**src/rtl/paddle_pos_ctrl.sv**
```systemverilog
// paddle_pos_ctrl: rate-limited, accelerating, saturating paddle position integrator for two players
module paddle_pos_ctrl #(
  parameter int         TICK_BITS   = 14,
  parameter int         ACCEL_TICKS = 16,
  parameter logic [7:0] MIN_POS     = 8'h10,
  parameter logic [7:0] MAX_POS     = 8'hF0,
  parameter logic [7:0] CENTRE_POS  = 8'h80
) (
  input  logic       clk_28M,
  input  logic       pll_lckd,
  input  logic       ena_7,
  input  logic       centre,
  input  logic       p1_up,
  input  logic       p1_down,
  input  logic       p2_up,
  input  logic       p2_down,
  output logic [7:0] paddle1_vpos,
  output logic [7:0] paddle2_vpos,
  output logic       step_tick
);
  localparam int HW = (ACCEL_TICKS > 1) ? $clog2(ACCEL_TICKS) : 1;
  localparam logic [HW-1:0] HOLD_MAX = HW'(ACCEL_TICKS - 1);
  typedef enum logic [1:0] {IDLE, SLOW, FAST2, FAST4} spd_t;
  logic [TICK_BITS-1:0] pre_cnt;
  logic [4:0] sync1, sync2;
  logic centre_s;
  logic [1:0] up_s, dn_s;
  logic [1:0][7:0] vpos;
  always_ff @(posedge clk_28M or negedge pll_lckd)
    if (!pll_lckd) begin
      pre_cnt   <= '0;
      step_tick <= 1'b0;
      sync1     <= '0;
      sync2     <= '0;
    end else begin
      if (ena_7) pre_cnt <= pre_cnt + TICK_BITS'(1);
      step_tick <= ena_7 && (&pre_cnt);
      sync1     <= {centre, p2_down, p2_up, p1_down, p1_up};
      sync2     <= sync1;
    end
  assign centre_s = sync2[4];
  assign up_s     = {sync2[2], sync2[0]};
  assign dn_s     = {sync2[3], sync2[1]};
  for (genvar g = 0; g < 2; g++) begin : g_player
    spd_t state, state_nx;
    logic [HW-1:0] hold, hold_nx;
    logic last_up, last_nx;
    logic mv_up, mv_dn, same;
    logic [2:0] step;
    logic [8:0] sum, diff;
    logic [7:0] pos, pos_nx;
    assign mv_up = up_s[g] & ~dn_s[g];
    assign mv_dn = dn_s[g] & ~up_s[g];
    assign same  = (mv_up & last_up) | (mv_dn & ~last_up);
    always_ff @(posedge clk_28M or negedge pll_lckd)
      if (!pll_lckd) begin
        state   <= IDLE;
        hold    <= '0;
        last_up <= 1'b0;
        pos     <= CENTRE_POS;
      end else begin
        state   <= state_nx;
        hold    <= hold_nx;
        last_up <= last_nx;
        pos     <= pos_nx;
      end
    always_comb begin
      state_nx = state;
      hold_nx  = hold;
      last_nx  = last_up;
      if (centre_s) begin
        state_nx = IDLE;
        hold_nx  = '0;
      end else if (step_tick) begin
        if (!(mv_up | mv_dn)) begin
          state_nx = IDLE;
          hold_nx  = '0;
        end else if (state == IDLE || !same) begin
          state_nx = SLOW;
          hold_nx  = '0;
          last_nx  = mv_up;
        end else if (state != FAST4 && hold == HOLD_MAX) begin
          state_nx = spd_t'(state + 2'd1);
          hold_nx  = '0;
        end else
          hold_nx = (hold == HOLD_MAX) ? hold : hold + HW'(1);
      end
    end
    // step size follows the state being entered, so a promotion tick already moves faster
    always_comb begin
      step   = (state_nx == FAST4) ? 3'd4 : (state_nx == FAST2) ? 3'd2 :
               (state_nx == SLOW) ? 3'd1 : 3'd0;
      sum    = {1'b0, pos} + {6'd0, step};
      diff   = {1'b0, pos} - {6'd0, step};
      pos_nx = centre_s ? CENTRE_POS :
               !step_tick ? pos :
               mv_up ? ((sum > {1'b0, MAX_POS}) ? MAX_POS : sum[7:0]) :
               mv_dn ? ((diff[8] || diff[7:0] < MIN_POS) ? MIN_POS : diff[7:0]) : pos;
    end
    assign vpos[g] = pos;
  end
  assign paddle1_vpos = vpos[0];
  assign paddle2_vpos = vpos[1];
endmodule

```
**config.mk**
```make
export PLATFORM = sky130hd
export DESIGN_NAME = paddle_pos_ctrl
export DESIGN_NICKNAME = d
export VERILOG_FILES = /design/src/rtl/paddle_pos_ctrl.sv
export SDC_FILE = /design/constraint.sdc
export NUM_CORES = 1
export LEC_CHECK = 0
export CAP_MARGIN = 0
export CORE_MARGIN = 3
export CORE_UTILIZATION = 65
export CTS_CLUSTER_SIZE = 10
export DETAILED_ROUTE_END_ITERATION = 16
export GPL_TIMING_DRIVEN = 0
export HOLD_SLACK_MARGIN = 0.02
export PLACE_DENSITY_LB_ADDON = 0.2
export SKIP_LAST_GASP = 1
export SLEW_MARGIN = 20
export SYNTH_ARGS = -nofsm -noshare
export SYNTH_HDL_FRONTEND = slang
export SYNTH_SLANG_ARGS = --single-unit
```
**constraint.sdc**
```tcl
create_clock -name clk_28M -period 5.8 [get_ports clk_28M]
set_input_delay 1.16 -clock clk_28M [delete_from_list [all_inputs] [get_ports clk_28M]]
set_output_delay 1.16 -clock clk_28M [all_outputs]
set_load 0.01 [all_outputs]
```
==> flow_summary_export.csv <==
group,metric,value,unit
synthesis,synthArstFlopShare,100,%
placed_design,place_area,0.00427,sq mm
synthesis,synth-edff-count,0,
min_path,hold_start,"sync1[1]$_DFF_PN0_",
cts,cts-root-buf,"clkbuf_8",
synthesis,synth_top_family_by_area,"simple AND/OR/NAND/NOR gates",
worst_setup_path,r2r-start,"sync2[2]$_DFF_PN0_",
cts,cts_hold_buffers,0,
synthesis,synth_warnings,0,
sta,final_hold_viol_count,0,
synthesis,synth_top_flop_cell,"dfrtp_1",
synthesis,syn_inst,429,
cts,path_clk_slew,0.11,ns
sta,min_period,4.24,ns
pwr,p_leak,1.87,nW
sta,timing.final.crit_share,73.1,%
synthesis,netlist_top_cells_count,"dfrtp_1 (53), nand2_1 (39), nor2_1 (31), inv_1 (28), ha_1 (25)",
drt,drtPass1Iterations,4,
floorplanning,pin_count,25,
sta,fmax,236,MHz
synthesis,synthTopCellsByArea,"dfrtp_1 (34%), ha_1 (7.9%), xnor2_1 (4.0%)",
grt,antenna_found_initial,0,
synthesis,synth_area_per_cell,9.18,sq um
synthesis,synth-adder-area-share,9.97,%
drt,ant_nets,0,
worst_setup_path,crit_type,"reg2reg",
synthesis,syn-num-nets,466,
sta,report.final.setup_viol,0,
sta,tightestPinTransition,0.668,ns
floorplanning,core,0.00568,sq mm
drt,drc_errors,0,
min_path,hold_path.class,"reg2reg",
worst_setup_path,critPathLaunchType,"flip-flop",
placed_design,portBuffers,24,
worst_setup_path,cp.arrival,4.44,ns
sta,slew_viol_final,0,
grt,grt_max_degree,56,
synthesis,synth_compound_area_share,20.0,%
worst_setup_path,end_kind,"flip-flop",
drt,routedWlPerCell,15.9,um
synthesis,ys_seq_area_share,35.0,%
drt,vias_per_cell,6.25,
synthesis,ys_ff_latch,55,
pwr,irDropWorstVdd,0.237,mV
floorplanning,rows,27,
synthesis,yosys.cell_count.top_type,"dfrtp_1",
placed_design,place_congestion,0.906,
drt,drt_iter0_drc,211,
worst_setup_path,cp_max_fo,6,
cells_and_area,num-fill-cells,398,
cts,cts-resized-gates,0,
worst_setup_path,critPathLaunch,"sync2[2]$_DFF_PN0_",
synthesis,yosys.area_share.xor_xnor,5.53,%
synthesis,synth_area,0.00394,sq mm
grt,grt_first_pass_wirelength,14800,um
synthesis,synth_largest_area_cell,"dfrtp_1",
synthesis,muxShareOfSynthArea,2.57,%
cts,postCtsSetupRepairBufs,0,
cts,cts_made_buffers,5,
pwr,p_per_area,179,mW/mm^2
floorplanning,die_x,83.8,um
sta,fin_setup_tns,0,ns
sta,grt_setup_unrepaired,"no",
grt,first_global_vias,3305,
synthesis,synth_top_area_share,33.7,%
floorplanning,start_util,69.4,%
cells_and_area,finish.instance_area,0.00437,sq mm
worst_setup_path,worst_ep_required_time,6.00,ns
cts,clockBufferDepth,2,
cells_and_area,num_antenna_cells,0,
floorplanning,dieArea,0.00703,sq mm
cells_and_area,area_growth,11.0,%
cts,clock_sinks,55,
drt,wirelength,8480,um
synthesis,yosys.area_share.simple,21.8,%
cts,h-tree-depth,2,
floorplanning,chipHeight,83.8,um
run,drv_cap,0,
grt,grt_overflow,0,
placed_design,dp_hpwl,6370,um
synthesis,ys_types,75,
pwr,p_total,0.781,mW
sta,fin_worst_skew,0.0176,ns
cts,worstSkewPairLatency,0.31,ns
cells_and_area,layout.nets,497,
outcome,status,"completed",
drt,vias,3326,
grt,grt_use_total,25.5,%
cells_and_area,drive_gt1_share,11.5,%
cts,cts_tree,"done",
sta,slew_headroom,55.5,%
==> kinds of logic (layout without fill, tap and decap cells) <==
family | Yosys count | after routing
simple gates | 163 | 163
compound gates | 103 | 103
flops | 55 | 55
buf+inv | 46 | 77
fa+ha+maj | 29 | 29
xor+xnor | 24 | 24
mux | 9 | 9
==> final cells by class <==
class | count | area [sq um] | share of cell area, %
plain buffers | 17 | 91.3 | 2.09
clock buffers | 5 | 68.8 | 1.57
clock inverters | 2 | 37.5 | 0.858
inverters | 29 | 109 | 2.49
multi-input cells | 328 | 2360 | 54.0
flip-flops and latches | 55 | 1380 | 31.5
well taps | 72 | 90.1 | 2.06
repair buffers | 24 | 238 | 5.44
==> stage by stage <==
step	worst slack (ns)	std cells	hold WS [ns]	util [%]
after floorplan	2.20	429	0.331	-
after global placement	1.83	525	0.333	75.2
after detailed placement	1.65	525	0.339	75.2
after CTS	1.61	532	0.354	77.1
after global routing	1.28	532	0.361	77.1
final	1.56	532	0.347	77.1
==> worst max-delay path, cell delays in order (launching register included) <==
cell      delay [ns]
dfrtp_1         0.39
ha_1            0.28
mux2i_1         0.17
or2_1           0.12
clkbuf_1        0.19
nor3_1          0.09
a21o_1          0.19
a221oi_2        0.42
and2_1          0.27
ha_1            0.19
inv_1           0.06
fa_1            0.41
o21bai_2        0.26
nor2_1          0.08
mux2_4          0.29
a211oi_4        0.31
a31oi_1         0.14
a32o_1          0.27
==> placed cells by master, fill, tap and decap left out, types with 3 or more instances in the layout <==
| cell | instances |
|---|---|
| mux2_2 | 4 |
| mux2i_1 | 3 |
| a31oi_1 | 5 |
| nor2_1 | 31 |
| a32o_1 | 3 |
| inv_1 | 28 |
| or2_2 | 3 |
| nor3_1 | 14 |
| o21ai_0 | 18 |
| o21ai_1 | 8 |
| o31ai_1 | 3 |
| clkbuf_8 | 5 |
| and3_1 | 10 |
| a221oi_1 | 3 |
| fa_1 | 4 |
| nor2b_1 | 6 |
| clkbuf_1 | 5 |
| xor2_1 | 5 |
| ha_1 | 25 |
| a22oi_1 | 3 |
| nor4_1 | 3 |
| nand2_1 | 39 |
| clkdlybuf4s50_1 | 23 |
| buf_2 | 9 |
| a21oi_1 | 17 |
| a211oi_2 | 3 |
| a21o_1 | 3 |
| nor4_2 | 3 |
| nand2b_1 | 4 |
| dfrtp_1 | 53 |
| and2_1 | 5 |
| nand4_1 | 8 |
| nor3b_1 | 3 |
| nand3_1 | 19 |
| o21a_1 | 4 |
| xnor2_1 | 18 |
| a211o_1 | 3 |
==> state kept, by name, indices dropped and copies added (netlist names) <==
name and flops:
g_player.hold 8, g_player.last_up 2, g_player.state 4, paddle1_vpos 8, paddle2_vpos 8, pre_cnt 14, step_tick 1, sync1 5
sync2 5
==> power by group <==
group	leakage [nW]	internal [mW]	switching [mW]
Clock	0.0502	0.126	0.124
Combinational	1.09	0.0420	0.0480
Sequential	0.726	0.412	0.0286
Total	1.87	0.580	0.201
==> layer usage <==
layer | global-route usage (%) | wire (um) | vias to the layer above
li1 | - | - | 1610
met1 | 31.9 | 3750 | 1594
met2 | 44.3 | 4150 | 101
met3 | 4.34 | 404 | 21
met4 | 9.06 | 180 | 0
met5 | 0 | 0 | -
==> final timing paths <==
check                                              end  slack [ns]  cells past startpoint
setup reg to reg           paddle2_vpos[0]$_DFFE_PN0P_        1.56                     17
min in group asynchronous  paddle1_vpos[4]$_DFFE_PN0P_        0.86                      1
setup / recovery           paddle2_vpos[0]$_DFFE_PN0P_        1.56                     17
hold reg to reg                     sync2[1]$_DFF_PN0_        0.35                      0
max in group asynchronous           sync1[3]$_DFF_PN0_        4.47                      1
hold / removal                      sync2[1]$_DFF_PN0_        0.35                      0
Power figures use the tool's default switching activity.
